`config.mk`:
```
export PLATFORM = sky130hd
export DESIGN_NAME = sna_flit_assembler_flat
export DESIGN_NICKNAME = d
export VERILOG_FILES = /design/src/rtl/sna_flit_assembler_if.sv /design/src/rtl/sna_flit_assembler.sv /design/src/flat_wrapper.sv
export SDC_FILE = /design/constraint.sdc
export NUM_CORES = 1
export LEC_CHECK = 0
export CAP_MARGIN = 0
export CORE_MARGIN = 2
export CORE_UTILIZATION = 43
export DETAILED_ROUTE_END_ITERATION = 8
export HOLD_SLACK_MARGIN = 0.02
export PLACE_DENSITY = 0.79
export SETUP_SLACK_MARGIN = 0.4
export SLEW_MARGIN = 20
export SYNTH_ARGS = -nofsm -noshare
export SYNTH_HDL_FRONTEND = slang
export SYNTH_SLANG_ARGS = --single-unit
```
`constraint.sdc`:
```
create_clock -name clk -period 2.2 [get_ports clk]
set_input_delay 0.55 -clock clk [delete_from_list [all_inputs] [get_ports clk]]
set_output_delay 0.55 -clock clk [all_outputs]
set_load 0.01 [all_outputs]
```
`src/rtl/sna_flit_assembler_if.sv`:
```
// ---------------------------------------------------------------------------
// sna_flit_assembler_if
//
// Purpose:
//   Bundles the two handshakes of the SNA request-path unboxer into one port.
//   - The flit stream goes into the assembler.
//   - The assembled request and the error reporting come out of it.
//
// Modports:
//   slave  - the assembler side.
//            Inputs:  flit_in, flit_valid, req_ready.
//            Outputs: flit_ready, req_*, err_pulse, err_cnt.
//   master - the environment side (flit source plus request sink).
//            Same signals with the directions reversed.
//
// Parameters mirror sna_flit_assembler:
//   DATA_W, ADDR_W, POV_W, ERR_CNT_W.
//   The flit width is DATA_W+5.
// ---------------------------------------------------------------------------
interface sna_flit_assembler_if #(
    parameter int DATA_W    = 32,
    parameter int ADDR_W    = 32,
    parameter int POV_W     = 4,
    parameter int ERR_CNT_W = 8
);
    localparam int FLIT_W = DATA_W + 5;

    logic [FLIT_W-1:0]    flit_in;
    logic                 flit_valid;
    logic                 flit_ready;
    logic                 req_valid;
    logic                 req_ready;
    logic                 req_read;
    logic [ADDR_W-1:0]    req_addr;
    logic [DATA_W-1:0]    req_data;
    logic [POV_W-1:0]     req_src;
    logic                 err_pulse;
    logic [ERR_CNT_W-1:0] err_cnt;

    modport slave (
        input  flit_in, flit_valid, req_ready,
        output flit_ready, req_valid, req_read, req_addr, req_data, req_src,
               err_pulse, err_cnt
    );

    modport master (
        output flit_in, flit_valid, req_ready,
        input  flit_ready, req_valid, req_read, req_addr, req_data, req_src,
               err_pulse, err_cnt
    );
endinterface

```
`src/rtl/sna_flit_assembler.sv`:
```
// ---------------------------------------------------------------------------
// sna_flit_assembler
//
// Purpose:
//   Request-path unboxer for the slave network adapter.
//   - Collects a head flit, an address flit and, for writes, a data flit.
//   - Assembles them into one registered AXI4-Lite-bound request.
//   - Presents that request downstream over a valid/ready handshake.
//   - Discards malformed flit sequences and reports each discarded flit
//     with a one-cycle err_pulse.
//
// Flit format:
//   The flit type is in the top two bits:
//     10 = head, 00 = address, 01 = data, 11 = reserved.
//   The payload is in bits [DATA_W-1:0].
//   Head payload: bit 0 = read, bits [24+POV_W-1:24] = source.
//
// Ports:
//   clk   - rising-edge clock.
//   rst_n - asynchronous active-low reset.
//   bus   - sna_flit_assembler_if.slave.
//           Carries the flit handshake, the request handshake and its
//           fields, err_pulse and err_cnt.
//
// Optional feature (macro SNA_FLIT_ERR_CNT_EN):
//   Defined   - err_cnt counts err_pulses and saturates at all-ones.
//   Undefined - err_cnt is tied to zero.
// ---------------------------------------------------------------------------
module sna_flit_assembler #(
    parameter int DATA_W    = 32,
    parameter int ADDR_W    = 32,
    parameter int POV_W     = 4,
    parameter int ERR_CNT_W = 8
) (
    input logic                 clk,
    input logic                 rst_n,
    sna_flit_assembler_if.slave bus
);
    localparam int FLIT_W = DATA_W + 5;

    localparam logic [1:0] FT_HEAD = 2'b10;
    localparam logic [1:0] FT_ADDR = 2'b00;
    localparam logic [1:0] FT_DATA = 2'b01;

    typedef enum logic [1:0] {
        ST_IDLE,
        ST_ADDR,
        ST_DATA,
        ST_HOLD
    } state_t;

    state_t            state_q;
    state_t            state_d;
    logic [1:0]        flit_type;
    logic              flit_acc;
    logic              latch_head;
    logic              latch_addr;
    logic              latch_data;
    logic              err_d;

    logic              req_valid_q;
    logic              req_read_q;
    logic [ADDR_W-1:0] req_addr_q;
    logic [DATA_W-1:0] req_data_q;
    logic [POV_W-1:0]  req_src_q;
    logic              err_pulse_q;

    // The three spare bits between the type field and the payload carry
    // nothing for this block.
    logic              unused_flit_bits;

    assign unused_flit_bits = ^bus.flit_in[FLIT_W-3:DATA_W];
    assign flit_type        = bus.flit_in[FLIT_W-1:FLIT_W-2];

    // Ready depends on state only, so the flit source never sees a
    // combinational loop through flit_valid.
    assign bus.flit_ready = (state_q != ST_HOLD);
    assign flit_acc       = bus.flit_valid && bus.flit_ready;

    // State register.
    always_ff @(posedge clk or negedge rst_n) begin
        if (!rst_n) begin
            state_q <= ST_IDLE;
        end else begin
            state_q <= state_d;
        end
    end

    // Next-state logic and latch enables.
    // A head flit always restarts assembly, even mid-packet.
    // Any other unexpected flit throws the partial packet away and returns
    // to IDLE.
    always_comb begin
        state_d    = state_q;
        latch_head = 1'b0;
        latch_addr = 1'b0;
        latch_data = 1'b0;
        err_d      = 1'b0;
        case (state_q)
            ST_IDLE: begin
                if (flit_acc) begin
                    if (flit_type == FT_HEAD) begin
                        latch_head = 1'b1;
                        state_d    = ST_ADDR;
                    end else begin
                        err_d = 1'b1;
                    end
                end
            end
            ST_ADDR: begin
                if (flit_acc) begin
                    if (flit_type == FT_HEAD) begin
                        latch_head = 1'b1;
                        err_d      = 1'b1;
                        state_d    = ST_ADDR;
                    end else if (flit_type == FT_ADDR) begin
                        latch_addr = 1'b1;
                        // The read flag was captured from the head flit.
                        state_d    = req_read_q ? ST_HOLD : ST_DATA;
                    end else begin
                        err_d   = 1'b1;
                        state_d = ST_IDLE;
                    end
                end
            end
            ST_DATA: begin
                if (flit_acc) begin
                    if (flit_type == FT_HEAD) begin
                        latch_head = 1'b1;
                        err_d      = 1'b1;
                        state_d    = ST_ADDR;
                    end else if (flit_type == FT_DATA) begin
                        latch_data = 1'b1;
                        state_d    = ST_HOLD;
                    end else begin
                        err_d   = 1'b1;
                        state_d = ST_IDLE;
                    end
                end
            end
            ST_HOLD: begin
                if (bus.req_ready) begin
                    state_d = ST_IDLE;
                end
            end
            default: begin
                state_d = ST_IDLE;
            end
        endcase
    end

    // Request registers.
    // Fields only change when their flit is accepted.
    // No flit is accepted in HOLD, so the presented request stays stable
    // until the handshake.
    // req_valid is registered from the next state, so it rises the cycle
    // after the final flit is accepted.
    always_ff @(posedge clk or negedge rst_n) begin
        if (!rst_n) begin
            req_valid_q <= 1'b0;
            req_read_q  <= 1'b0;
            req_addr_q  <= '0;
            req_data_q  <= '0;
            req_src_q   <= '0;
            err_pulse_q <= 1'b0;
        end else begin
            req_valid_q <= (state_d == ST_HOLD);
            err_pulse_q <= err_d;
            if (latch_head) begin
                req_read_q <= bus.flit_in[0];
                req_src_q  <= bus.flit_in[24+POV_W-1:24];
            end
            if (latch_addr) begin
                req_addr_q <= bus.flit_in[ADDR_W-1:0];
            end
            if (latch_data) begin
                req_data_q <= bus.flit_in[DATA_W-1:0];
            end
        end
    end

    assign bus.req_valid = req_valid_q;
    assign bus.req_read  = req_read_q;
    assign bus.req_addr  = req_addr_q;
    assign bus.req_data  = req_data_q;
    assign bus.req_src   = req_src_q;
    assign bus.err_pulse = err_pulse_q;

`ifdef SNA_FLIT_ERR_CNT_EN
    logic [ERR_CNT_W-1:0] err_cnt_q;

    // Saturating error counter.
    // It steps on the same edge that raises err_pulse, so it is already
    // up to date while the pulse is visible.
    always_ff @(posedge clk or negedge rst_n) begin
        if (!rst_n) begin
            err_cnt_q <= '0;
        end else if (err_d && (err_cnt_q != '1)) begin
            err_cnt_q <= err_cnt_q + 1'b1;
        end
    end

    assign bus.err_cnt = err_cnt_q;
`else
    assign bus.err_cnt = '0;
`endif

endmodule

```
`src/flat_wrapper.sv`:
```
// flat-port wrapper written by rule: the top's interface ports become plain ports
module sna_flit_assembler_flat 
#(
    parameter int DATA_W    = 32,
    parameter int ADDR_W    = 32,
    parameter int POV_W     = 4,
    parameter int ERR_CNT_W = 8
)
  (clk, rst_n, bus_flit_in, bus_flit_valid, bus_req_ready, bus_flit_ready, bus_req_valid, bus_req_read, bus_req_addr, bus_req_data, bus_req_src, bus_err_pulse, bus_err_cnt);
  sna_flit_assembler_if #(.DATA_W(DATA_W), .ADDR_W(ADDR_W), .POV_W(POV_W), .ERR_CNT_W(ERR_CNT_W)) bus_i ();
  input logic clk;
  input logic rst_n;
  input wire logic [$bits(bus_i.flit_in)-1:0] bus_flit_in;
  input wire logic [$bits(bus_i.flit_valid)-1:0] bus_flit_valid;
  input wire logic [$bits(bus_i.req_ready)-1:0] bus_req_ready;
  output wire logic [$bits(bus_i.flit_ready)-1:0] bus_flit_ready;
  output wire logic [$bits(bus_i.req_valid)-1:0] bus_req_valid;
  output wire logic [$bits(bus_i.req_read)-1:0] bus_req_read;
  output wire logic [$bits(bus_i.req_addr)-1:0] bus_req_addr;
  output wire logic [$bits(bus_i.req_data)-1:0] bus_req_data;
  output wire logic [$bits(bus_i.req_src)-1:0] bus_req_src;
  output wire logic [$bits(bus_i.err_pulse)-1:0] bus_err_pulse;
  output wire logic [$bits(bus_i.err_cnt)-1:0] bus_err_cnt;
  assign bus_i.flit_in = bus_flit_in;
  assign bus_i.flit_valid = bus_flit_valid;
  assign bus_i.req_ready = bus_req_ready;
  assign bus_flit_ready = bus_i.flit_ready;
  assign bus_req_valid = bus_i.req_valid;
  assign bus_req_read = bus_i.req_read;
  assign bus_req_addr = bus_i.req_addr;
  assign bus_req_data = bus_i.req_data;
  assign bus_req_src = bus_i.req_src;
  assign bus_err_pulse = bus_i.err_pulse;
  assign bus_err_cnt = bus_i.err_cnt;
  sna_flit_assembler #(.DATA_W(DATA_W), .ADDR_W(ADDR_W), .POV_W(POV_W), .ERR_CNT_W(ERR_CNT_W)) u_core (.clk(clk), .rst_n(rst_n), .bus(bus_i));
endmodule
```
==> results.py, run 1 <==
metrics = {
    "outcome": {
        "outcome": "finished clean",
    },
    "power": {
        "p_per_area_nw_per_um2": 1150,
        "p_leak_uw": 0.00287,
        "p_total_uw": 5470,
        "ir_drop_mv": 0.612,
    },
    "yosys": {
        "yosys.cell_types.count": 24,
        "ys_seq_area_frac": 0.596,
        "yosysWarnings": 0,
        "syn_inst": 192,
        "syn_area_per_cell_um2": 16.0,
        "syn-cell-area_um2": 3060,
        "synth_top_area_share": 0.596,
        "yosysTopAreaCell": "dfrtp_1",
        "yosys-top-cells-area": "dfrtp_1 60%, mux2_2 24%, ha_1 3.7%",
        "ys_seq_elements": 73,
    },
    "critical_path": {
        "crit_required_ns": 2.42,
        "crit_type": "input pin to register",
        "crit_arrival_ns": 1.97,
        "crit_path_start_kind": "input pin",
        "rr_worst_depth": 6,
        "end_kind": "register",
        "slowest_delay_ns": 0.50,
        "r2r_slack_ns": 0.45,
        "path_cells": "clkdlybuf4s50_1, buf_4, nand4b_4, buf_12, buf_8, mux2_1",
        "cp-startpoint": "bus_flit_valid",
        "critPathMaxFanout": 6,
        "cp_slowest_cell": "clkdlybuf4s50_1",
        "worstReg2RegStart": "u_core.state_q[0]",
        "r2r-end": "u_core.bus.req_valid",
    },
    "routing": {
        "drt_iter0_drc": 49,
        "final_antenna_net_count": 0,
        "drc": 0,
        "drt-total-wl_um": 6480,
        "viasPerCell": 4.68,
        "num_vias": 2003,
        "first_pass_iters": 4,
        "wl_per_cell_um": 15.1,
    },
    "cts": {
        "cts-root-buf": "clkbuf_8",
        "cts_tree": "yes",
        "clk-insertion-delay-late_ns": 0.33,
        "cts_hold_buffers": 0,
        "cts_max_level": 3,
        "cts_inserted_buffers": 9,
        "clkTransAtPathRegs_ns": 0.08,
        "clkSinkCount": 73,
        "cts.path.max_buffers": 2,
    },
    "global_route": {
        "gr-usage-all-layers": 0.172,
        "grt_first_pass_wirelength_um": 10100,
        "antenna_found_initial": 0,
        "grt_pass1_vias": 2107,
        "grt_overflow": 0,
        "grt_max_degree": 41,
    },
    "place": {
        "place_congestion": 0.820,
        "port_buffers": 109,
        "pre_cts_slack_ns": -0.0882,
        "detailed_place_hpwl_um": 4620,
    },
    "floorplan": {
        "dieArea_um2": 7810,
        "die_w_um": 88.4,
        "pin_count": 121,
        "rows": 30,
        "die_h_um": 88.4,
        "start_util": 0.448,
        "core_um2": 6830,
    },
    "sta": {
        "skew_ns": 0.00783,
        "finalSetupTns_ns": 0,
        "hold_ws_ns": 0.0532,
        "post-route-period-util": 0.797,
        "fin_ws_ns": 0.446,
        "post-route-min-period_ns": 1.75,
        "rsz0062_at_grt": "yes",
        "finalSetupViolCount": 0,
        "slew_violations": 0,
        "hold_viol": 0,
        "max_freq_mhz": 570,
    },
    "layout": {
        "drive_gt1_frac": 0.364,
        "final_cell_mix": "71 x dfrtp_1, 65 x mux2_2, 46 x dlymetal6s2s_1",
        "nets": 377,
        "antennaDiodeCount": 0,
        "fillers": 504,
        "area_growth_pct": 55.8,
        "post-route-util": 0.699,
        "mostFrequentLayoutCell": "dfrtp_1",
    },
    "min_path": {
        "hold_class": "input pin to async pin",
    },
    "run": {
        "cap_viol_max_count": 0,
    },
}
-- how the worst max path moves through the flow --
stage	slack (ns)	endpoint	depth (start not counted)
2_1_floorplan	0.44	u_core.bus.req_valid	6
3_3_place_gp	-0.06	u_core.bus.req_valid	7
3_5_place_dp	-0.09	u_core.bus.req_addr[5]	7
4_1_cts	0.37	bus_flit_ready	3
5_1_grt	0.35	u_core.bus.req_valid	6
6_report	0.45	u_core.bus.req_addr[1]	6
-- report_power, final --
part,total [uW],internal [uW],switching (uW)
clock network,1150,673,479
logic,2160,1310,845
registers,2170,1900,267
total,5470,3880,1590
-- worst max-delay path: cells and delay by family --
| family | cells | cell delay (ns) |
|---|---|---|
| buffers and inverters | 4 | 0.94 |
| muxes | 1 | 0.30 |
| and+or+nand+nor | 1 | 0.17 |
-- synth_stat cells --
| library cell | n |
|---|---|
| nand3_1 | 1 |
| and3b_1 | 2 |
| nor2b_4 | 1 |
| a21oi_1 | 2 |
| and2_1 | 1 |
| a221o_1 | 1 |
| a21o_1 | 1 |
| buf_6 | 7 |
| buf_4 | 8 |
| inv_1 | 5 |
| nand4b_4 | 2 |
| a32o_1 | 1 |
| or2b_2 | 1 |
| a31o_2 | 1 |
| nor4b_1 | 1 |
| mux2i_1 | 1 |
| dfrtp_1 | 73 |
| ha_1 | 9 |
| mux2_1 | 4 |
| nor2_1 | 1 |
| o21bai_1 | 1 |
| mux2_2 | 65 |
| conb_1 | 1 |
| o21ai_0 | 2 |
-- per-stage QoR --
step	std cells	cell area, um^2
after CTS	428	4640
final	428	4770
after detailed placement	405	4310
after floorplan	199	3090
after global placement	405	4310
after global routing	428	4770
-- kinds of logic (layout without fill, tap and decap cells) --
| group | after synthesis | in the layout | share of synthesized area |
|---|---|---|---|
| buf+inv | 20 | 153 | 0.0515 |
| fa+ha+maj | 9 | 9 | 0.0368 |
| simple gates | 10 | 10 | 0.0364 |
| other cells | 1 | 8 | 0.00122 |
| compound gates | 9 | 9 | 0.0208 |
| mux | 70 | 70 | 0.257 |
| flops | 73 | 73 | 0.596 |
-- state kept, by name, summed over array words and instances, names as in the netlist --
name	flops
u_core.bus.req_addr	32
u_core.bus.req_data	32
u_core.bus.req_src	4
u_core.state_q	2
u_core.bus.err_pulse	1
u_core.bus.req_read	1
u_core.bus.req_valid	1
-- metal layers --
| layer | vias to the layer above | GRT usage | routed length (um) |
|---|---|---|---|
| met2 | 64 | 0.304 | 3370 |
| met5 | - | 0 | 0 |
| met4 | 0 | 0.0689 | 78 |
| met1 | 1002 | 0.196 | 2670 |
| met3 | 7 | 0.0485 | 368 |
| li1 | 930 | - | - |
-- final cells by class --
| cell class | instances | area [um^2] | area share |
|---|---|---|---|
| repair buffers | 132 | 1440 | 0.301 |
| clock inverters | 4 | 76.3 | 0.0160 |
| clock buffers | 12 | 145 | 0.0304 |
| flip-flops and latches | 73 | 1830 | 0.383 |
| inverters | 5 | 18.8 | 0.00393 |
| well taps | 96 | 120 | 0.0252 |
| multi-input cells | 106 | 1140 | 0.240 |
-- repair_timing --
item                       CTS  global route
setup buffers                6             0
pin swaps                    1             1
setup endpoints to repair   58            95
resized for setup           38            52
cloned                       1             0
(Power assumes the default switching activity.)
==> run 2: changes to the inputs <==
--- a/config.mk
+++ b/config.mk
@@ -7,10 +7,10 @@
 export LEC_CHECK = 0
 export CAP_MARGIN = 0
 export CORE_MARGIN = 2
-export CORE_UTILIZATION = 43
+export CORE_UTILIZATION = 39
 export DETAILED_ROUTE_END_ITERATION = 8
 export HOLD_SLACK_MARGIN = 0.02
-export PLACE_DENSITY = 0.79
+export PLACE_DENSITY = 0.76
 export SETUP_SLACK_MARGIN = 0.4
 export SLEW_MARGIN = 20
 export SYNTH_ARGS = -nofsm -noshare
==> constraint.sdc (replaced) <==
create_clock -name clk -period 1.5 [get_ports clk]
set_input_delay 0.375 -clock clk [delete_from_list [all_inputs] [get_ports clk]]
set_output_delay 0.375 -clock clk [all_outputs]
set_load 0.01 [all_outputs]
==> run 2 against run 1 <==
  * Clock skew is 0.0013 ns lower
  * Sequential share of layout area grew 1.2 points
  * Sequential cell count stayed put
  * Global-route usage fell by 0.88 points
  * Final area shrank 3.2%
  * Total power up 53%
  * Cell count grew 4.2%
  * Combinational power grew 55%
  * Clock power increased by 61%
  * The flow now finishes with violations (setup timing)
  * Non-clock buffer count rose by 12
  * Critical endpoint is now u_core.bus.req_valid
  * Register-to-register slack worse by 0.65 ns
  * Via count grew 2.0%
  * Largest cell class unchanged
==> results.py, run 2 (synthesized netlist as in run 1, its figures left out) <==
metrics = {
    "outcome": {
        "outcome": "finished with violations",
        "violations": "setup timing",
    },
    "global_route": {
        "grt_overflow": 0,
        "gr-usage-all-layers": 0.163,
        "grt_first_pass_wirelength_um": 11000,
        "antenna_found_initial": 0,
        "grt_max_degree": 38,
        "grt_pass1_vias": 2150,
    },
    "critical_path": {
        "path_cells": "buf_6, buf_4, ha_4, a221o_1, a32o_2, and2_4",
        "crit_path_start_kind": "register",
        "cp_num_buf_inv": 2,
        "crit_required_ns": 1.73,
        "crit_type": "register to register",
        "crit_arrival_ns": 1.94,
        "cp_top_family": "compound AO/OA/AOI/OAI gates",
        "cp_slowest_cell": "dfrtp_1",
        "worstReg2RegStart": "u_core.state_q[1]",
        "end_kind": "register",
        "critPathMaxFanout": 5,
        "cp-startpoint": "u_core.state_q[1]",
        "slowest_delay_ns": 0.40,
    },
    "cts": {
        "clk-insertion-delay-late_ns": 0.34,
        "cts_max_level": 3,
        "cts.path.max_buffers": 2,
        "cts_inserted_buffers": 9,
        "cts-root-buf": "clkbuf_8",
        "cts_tree": "yes",
        "clkTransAtPathRegs_ns": 0.07,
        "clkSinkCount": 73,
    },
    "sta": {
        "slew_violations": 0,
        "max_freq_mhz": 586,
        "post-route-period-util": 1.14,
        "post-route-min-period_ns": 1.71,
        "finalSetupViolCount": 73,
        "skew_ns": 0.00652,
        "hold_ws_ns": 0.490,
        "hold_viol": 0,
        "fin_ws_ns": -0.206,
        "rsz0062_at_grt": "yes",
    },
    "min_path": {
        "hp-start": "u_core.bus.req_addr[1]",
        "hold_class": "register to register",
    },
    "run": {
        "cap_viol_max_count": 0,
    },
    "layout": {
        "antennaDiodeCount": 0,
        "final_area_um2": 4620,
        "final_cell_mix": "72 x dfrtp_1, 60 x mux2_2, 58 x buf_2",
        "drive_gt1_frac": 0.605,
        "area_growth_pct": 50.9,
        "mostFrequentLayoutCell": "dfrtp_1",
        "nets": 389,
        "regArea_um2": 1830,
        "final_cells": 446,
        "multi_input_area_um2": 1220,
        "fillers": 624,
    },
    "floorplan": {
        "start_util": 0.398,
        "core_um2": 7690,
        "die_w_um": 92.6,
        "dieArea_um2": 8580,
        "die_h_um": 92.6,
        "pin_count": 121,
        "rows": 32,
    },
    "place": {
        "detailed_place_hpwl_um": 4860,
        "port_buffers": 109,
        "place_area_um2": 4440,
        "pre_cts_slack_ns": -0.618,
        "place_inst": 412,
        "place_congestion": 0.794,
    },
    "power": {
        "p_leak_uw": 0.00237,
        "ir_drop_mv": 0.952,
        "p_per_area_nw_per_um2": 1820,
        "p_total_uw": 8390,
    },
    "routing": {
        "num_vias": 2043,
        "final_antenna_net_count": 0,
        "drt-total-wl_um": 6820,
        "viasPerCell": 4.58,
        "drc": 0,
        "drt_iter0_drc": 66,
        "first_pass_iters": 3,
        "wl_per_cell_um": 15.3,
    },
}
==> run 2: cell types whose count changed in the layout (fill, tap and decap cells not counted), sizes merged, moves of 2 or more <==
cell / delta
clkbuf: -2
clkdlybuf4s50: -5
dlygate4sd2: -20
buf: +83
dlymetal6s2s: -46
==> run 2: area by class of cell <==
class	count	area share
well taps	102	0.0276
inverters	5	0.00514
repair buffers	144	0.254
clock buffers	11	0.0306
clock inverters	5	0.0222
flip-flops and latches	73	0.396
multi-input cells	106	0.265
==> run 2: through the flow <==
step | TNS, ns | utilization
floorplan | 0 | -
global placement | -34.89 | 0.578
detailed placement | -35.99 | 0.578
CTS | -9.79 | 0.588
global route | -11.00 | 0.601
finish | -7.65 | 0.601
==> run 2: worst register-to-register path: cells and delay by family (launching register included) <==
kind,cells,cell delay [ns]
buf+inv,2,0.26
compound gates,2,0.63
flops,1,0.40
fa+ha+maj,1,0.18
simple gates,1,0.13
==> run 2: worst paths after layout <==
check | end | slack [ns] | cells after the start
worst max register to register | u_core.bus.req_valid | -0.21 | 6
max in group asynchronous | u_core.bus.req_data[17] | 0.50 | 3
worst min register to register | u_core.bus.req_addr[1] | 0.49 | 1
min in group asynchronous | u_core.bus.req_addr[18] | 0.57 | 3
worst max-delay path | u_core.bus.req_valid | -0.21 | 6
worst min-delay path | u_core.bus.req_addr[1] | 0.49 | 1
==> run 2: power by group <==
part | switching (uW) | internal (uW) | total [uW]
Combinational | 1380 | 1950 | 3340
Sequential | 420 | 2790 | 3210
Clock | 701 | 1150 | 1850
Total | 2500 | 5890 | 8390
==> run 2: what timing repair did <==
action | 4_1_cts | 5_1_grt
endpoints found under the hold margin | 19 | 0
buffers inserted | 11 | 6
setup endpoints to repair | 145 | 145
hold buffers | 1 | 0
resized for setup | 312 | 12
pin swaps | 8 | 4
==> run 2: per-layer routing <==
layer / global-route usage / vias up / wire length [um]
li1: - / 949 / -
met1: 0.207 / 1019 / 2880
met2: 0.273 / 67 / 3460
met3: 0.0366 / 8 / 375
met4: 0.0625 / 0 / 103
met5: 0 / - / 0
